<file path="config.mk">
export PLATFORM = sky130hd
export DESIGN_NAME = cbus_arbiter
export DESIGN_NICKNAME = d
export VERILOG_FILES = /design/src/rtl/cbus_arbiter.sv
export SDC_FILE = /design/constraint.sdc
export NUM_CORES = 1
export LEC_CHECK = 0
export BUFFER_PORTS_ARGS = -buffer_cell sky130_fd_sc_hd__buf_2
export CELL_PAD_IN_SITES_DETAIL_PLACEMENT = 1
export CELL_PAD_IN_SITES_GLOBAL_PLACEMENT = 2
export CORE_ASPECT_RATIO = 1.5
export CORE_UTILIZATION = 11
export CTS_BUF_LIST = sky130_fd_sc_hd__clkbuf_8
export DETAILED_ROUTE_END_ITERATION = 7
export PLACE_DENSITY_LB_ADDON = 0.3
export SYNTH_ARGS = -nofsm -noshare
export SYNTH_HDL_FRONTEND = slang
export SYNTH_SLANG_ARGS = --single-unit
</file>
<file path="constraint.sdc">
create_clock -name clk -period 0.9 [get_ports clk]
set_input_delay 0.045 -clock clk [delete_from_list [all_inputs] [get_ports clk]]
set_output_delay 0.045 -clock clk [all_outputs]
set_load 0.1 [all_outputs]
</file>
<file path="src/rtl/cbus_arbiter.sv">
`default_nettype none
// ============================================================================
// Module   : cbus_arbiter (plus cbus_pkg bus types)
// Brief    : Burst-locked arbiter sharing one cache-bus port to memory
//            between several cache-side masters (ICache at index 0).
//            Round-robin or fixed-priority selection; the grant is held
//            until the memory side returns a beat with ready and last.
// Revision : 1.0 - initial release
// ============================================================================

package cbus_pkg;

  // Burst length, encoded as log2 of the beat count.
  typedef enum logic [2:0] {
    MLEN1  = 3'd0,
    MLEN2  = 3'd1,
    MLEN4  = 3'd2,
    MLEN8  = 3'd3,
    MLEN16 = 3'd4
  } cbus_len_t;

  // Master-to-memory request.
  typedef struct packed {
    logic        valid;
    logic        is_write;
    logic [31:0] addr;
    logic [2:0]  size;
    cbus_len_t   len;
    logic [3:0]  strobe;
    logic [31:0] data;
  } cbus_req_t;

  // Memory-to-master response, one beat per ready.
  typedef struct packed {
    logic        ready;
    logic        last;
    logic [31:0] data;
  } cbus_resp_t;

endpackage

module cbus_arbiter
  import cbus_pkg::*;
#(
  parameter int NUM_REQ    = 2,
  parameter int FIXED_PRIO = 0
) (
  input  logic                       clk,
  input  logic                       resetn,
  input  cbus_req_t                  ireqs  [NUM_REQ],
  output cbus_resp_t                 oresps [NUM_REQ],
  output cbus_req_t                  oreq,
  input  cbus_resp_t                 iresp,
  output logic                       busy,
  output logic [$clog2(NUM_REQ)-1:0] grant_idx
);

  localparam int c_idx_w = $clog2(NUM_REQ);
  localparam logic [c_idx_w-1:0] c_last_idx = c_idx_w'(NUM_REQ - 1);
  localparam logic [c_idx_w:0]   c_num_ext  = (c_idx_w + 1)'(NUM_REQ);

  typedef enum logic [0:0] {
    IDLE = 1'b0,
    BUSY = 1'b1
  } state_t;

  state_t               r_state;
  logic [c_idx_w-1:0]   r_grant_idx;
  logic [c_idx_w-1:0]   r_rr_ptr;
  logic                 r_busy;

  // Scan order: slot k of the scan looks at requester w_scan_idx[k].
  logic [c_idx_w-1:0]   w_scan_idx [NUM_REQ];
  logic [NUM_REQ-1:0]   w_scan_vld;
  logic                 w_found;
  logic [c_idx_w-1:0]   w_cand;
  logic [c_idx_w-1:0]   w_cand_nxt;
  logic                 w_release;
  logic [NUM_REQ-1:0]   w_port_hit;

  // In round-robin mode the scan starts at rr_ptr and wraps modulo NUM_REQ;
  // in fixed-priority mode it is simply 0, 1, 2, ... so index 0 always wins.
  for (genvar k = 0; k < NUM_REQ; k++) begin : g_scan
    logic [c_idx_w:0] w_sum;

    assign w_sum = {1'b0, r_rr_ptr} + (c_idx_w + 1)'(k);

    assign w_scan_idx[k] = (FIXED_PRIO != 0)   ? c_idx_w'(k) :
                           (w_sum >= c_num_ext) ? c_idx_w'(w_sum - c_num_ext) :
                                                  w_sum[c_idx_w-1:0];

    assign w_scan_vld[k] = ireqs[w_scan_idx[k]].valid;
  end

  // Pick the first valid requester in scan order.
  always_comb begin
    w_found = 1'b0;
    w_cand  = '0;
    for (int k = 0; k < NUM_REQ; k++) begin
      if (!w_found && w_scan_vld[k]) begin
        w_found = 1'b1;
        w_cand  = w_scan_idx[k];
      end
    end
  end

  // The requester after the winner becomes the new highest priority.
  assign w_cand_nxt = (w_cand == c_last_idx) ? '0 : w_cand + 1'b1;

  // A burst ends only on a beat carrying both ready and last.
  assign w_release = iresp.ready && iresp.last;

  // Grant/release state machine; selection is only sampled at the clock edge.
  always_ff @(posedge clk or negedge resetn) begin
    if (!resetn) begin
      r_state     <= IDLE;
      r_grant_idx <= '0;
      r_rr_ptr    <= '0;
      r_busy      <= 1'b0;
    end else begin
      case (r_state)
        IDLE: begin
          if (w_found) begin
            r_state     <= BUSY;
            r_busy      <= 1'b1;
            r_grant_idx <= w_cand;
            if (FIXED_PRIO == 0) begin
              r_rr_ptr <= w_cand_nxt;
            end
          end
        end
        BUSY: begin
          if (w_release) begin
            r_state <= IDLE;
            r_busy  <= 1'b0;
          end
        end
        default: begin
          r_state <= IDLE;
          r_busy  <= 1'b0;
        end
      endcase
    end
  end

  // Forward the granted master's request unchanged; drive zeros while idle.
  always_comb begin
    oreq = '0;
    if (r_state == BUSY) begin
      oreq = ireqs[r_grant_idx];
    end
  end

  // Only the granted master ever sees the memory response.
  for (genvar j = 0; j < NUM_REQ; j++) begin : g_resp
    assign w_port_hit[j] = (r_state == BUSY) && (r_grant_idx == c_idx_w'(j));
    assign oresps[j]     = w_port_hit[j] ? iresp : cbus_resp_t'('0);
  end

  assign busy      = r_busy;
  assign grant_idx = r_grant_idx;

endmodule

`default_nettype wire

</file>
==> run_results.csv <==
group,metric,value,unit
status,status,"finished, violations left",
status,violations,"negative setup slack",
grt,grt_max_degree,45,
floorplanning,start_util,0.113,
pwr,p_leak,0.00380,uW
placed_design,portBuffers,333,
worst_setup_path,cp_max_fo,11,
synthesis,postSynthAreaPerCell,7.92,um2
synthesis,ys_warn_count,0,
grt,grt_pass1_wl,19.9,mm
synthesis,async_flop_share,1.00,
finish,fillerInstances,2082,
floorplanning,die_w,115,um
timing,fin_ws,-0.721,ns
routing,drt-initial-drc-count,68,
timing,maxSlewViolCount,0,
timing,setup_violations,150,
floorplanning,rows,61,
worst_setup_path,crit_type,"flip-flop to output port",
pwr,ir_drop,1360,uV
pwr,power.total,20100,uW
worst_setup_path,crit_path_start,"grant_idx",
timing,min_period,1.62,ns
synthesis,synth_top_cells_by_count,"78 x nor2b_1, 76 x mux2i_1, 34 x and2_1, 34 x and3_1, 11 x clkbuf_1",
timing,whs,0.0814,ns
clock_network,clock_sinks,4,
synthesis,yosysMostFrequentCell,"nor2b_1",
placed_design,dp_hpwl,11.7,mm
placed_design,post-place-ws,-0.598,ns
floorplanning,die_h,171,um
clock_network,cts_made_buffers,3,
timing,period_share,1.80,
finish,post-route-cell-area,0.00761,mm2
routing,drc,0,
worst_setup_path,cp-end-kind,"output port",
finish,area_growth_syn_to_layout,263,%
clock_network,cts_tree,"done",
worst_setup_path,crit_required,0.85,ns
synthesis,yosys.area.top_type_share,0.362,
clock_network,cts_root_buf,"clkbuf_8",
floorplanning,dieArea,0.0197,mm2
synthesis,synth_enable_flop_cells,0,
grt,grt_usage,0.131,
timing,worst_pin_slew,0.307,ns
routing,viasPerCell,3.92,
grt,antenna_found_initial,0,
grt,grt_overflow,0,
worst_setup_path,startpoint_type,"flip-flop",
finish,multiInputGateArea,0.00282,mm2
job,drv_cap,0,
synthesis,synthCells,265,
clock_network,cts_buffer_depth,2,
clock_network,clock_latency,0.22,ns
synthesis,synthTopCellsByArea,"mux2i_1 36%, nor2b_1 23%, and2_1 10%, and3_1 10%, buf_12 6.7%",
routing,drt_wl_total,14.0,mm
routing,drt_first_pass_iters,4,
timing,slew_headroom,0.796,
placed_design,dpl_cell_area,0.00707,mm2
grt,grt_pass1_vias,3567,
worst_setup_path,crit_arrival,1.58,ns
routing,ant_nets,0,
floorplanning,ios,334,
min_path,min-delay-start,"iresp[32]",
placed_design,place_congestion,0.724,
timing,finClkSkew,0.00542,ns
clock_network,clk_pin_slew,0.04,ns
pwr,powerDensity,2640,mW/mm2
finish,seqCellArea,111,um2
finish,nets,792,
worst_setup_path,rr_startpoint,"r_state",
routing,routedWlPerCell,16.4,um
synthesis,synth-seq-cells,4,
clock_network,h-tree-depth,1,
timing,hold_viol,0,
synthesis,yosysTopAreaCell,"mux2i_1",
min_path,hold_path.class,"input port to flip-flop",
synthesis,ys.flop_type,"dfrtp_1",
synthesis,syn-cell-area,0.00210,mm2
synthesis,seq_area_frac_synth,0.0477,
routing,vias,3353,
timing,max_freq,617,MHz
finish,n_antenna_cell,0,
finish,layout-drive-gt1-share,0.942,
timing,grt_setup_unrepaired,"yes",
synthesis,synth.net_count,453,
synthesis,synth.distinct_cells,19,
floorplanning,core_area,0.0186,mm2
[layer usage]
layer,GRT usage,part of all wire
met5,0,0
met4,0.0164,0.0088
met3,0.0321,0.075
met2,0.280,0.61
met1,0.125,0.31
[per-stage QoR]
| step | cells | TNS, ns | utilization |
|---|---|---|---|
| floorplan | 265 | -106.34 | - |
| global placement | 836 | -62.05 | 0.380 |
| detailed placement | 836 | -65.09 | 0.380 |
| CTS | 851 | -97.05 | 0.400 |
| global route | 855 | -102.33 | 0.409 |
| finish | 855 | -95.78 | 0.409 |
[layout by cell type (no fill, tap or decap), types with 2 or more instances in the layout]
cell type / synthesis / routed
and2_4: 0 / 34
buf_12: 7 / 155
buf_6: 1 / 2
buf_4: 4 / 10
mux2i_1: 76 / 25
mux2i_2: 0 / 47
and3_4: 0 / 34
nor2b_4: 1 / 77
buf_8: 0 / 3
buf_16: 0 / 4
clkbuf_8: 0 / 3
dfrtp_4: 0 / 3
mux2i_4: 0 / 4
buf_2: 0 / 187
[path summary, 6_finish.rpt]
| check | end | slack (ns) | cells past startpoint |
|---|---|---|---|
| worst max-delay path | oreq[58] | -0.72 | 5 |
| worst min-delay path | r_state | 0.08 | 2 |
| worst max register to register | flip-flop | -0.40 | 5 |
| worst min register to register | flip-flop | 0.53 | 1 |
| max in group asynchronous | grant_idx | 0.53 | 2 |
| min in group asynchronous | r_state | 0.22 | 2 |
[worst max-delay path, cell delays in order (launching register included)]
cell and delay, ns:
dfrtp_4 0.50, buf_12 0.17, buf_12 0.16, mux2i_4 0.20, nor2b_4 0.14, buf_12 0.18
[area by class of cell]
| type | instances | area share |
|---|---|---|
| timing repair buffer | 363 | 0.568 |
| clock inverter | 1 | 0.000493 |
| sequential | 4 | 0.0146 |
| tap | 252 | 0.0414 |
| clock buffer | 3 | 0.00542 |
| multi-input combinational | 232 | 0.370 |
[power breakdown]
part	internal [uW]	total, uW	switching, uW
Combinational	7630	19400	11800
Sequential	239	297	58.5
Clock	292	398	106
[what timing repair did]
item | CTS | global route
hold endpoints to repair | 4 | 0
gates cloned | 3 | 1
buffers inserted | 7 | 3
gates resized for setup | 49 | 27
setup endpoints to repair | 150 | 150
pin swaps | 1 | 3
hold buffers | 1 | 0
[cell families (layout without fill, tap and decap cells)]
group                  count (synthesis)  in the layout  synth area share
DFF                                    4              4            0.0477
muxes                                 76             76             0.362
and+or+nand+nor                      151            151             0.452
buffers and inverters                 29            367             0.120
AOI/OAI and AO/OA                      5              5            0.0179
(Power assumes the default switching activity.)
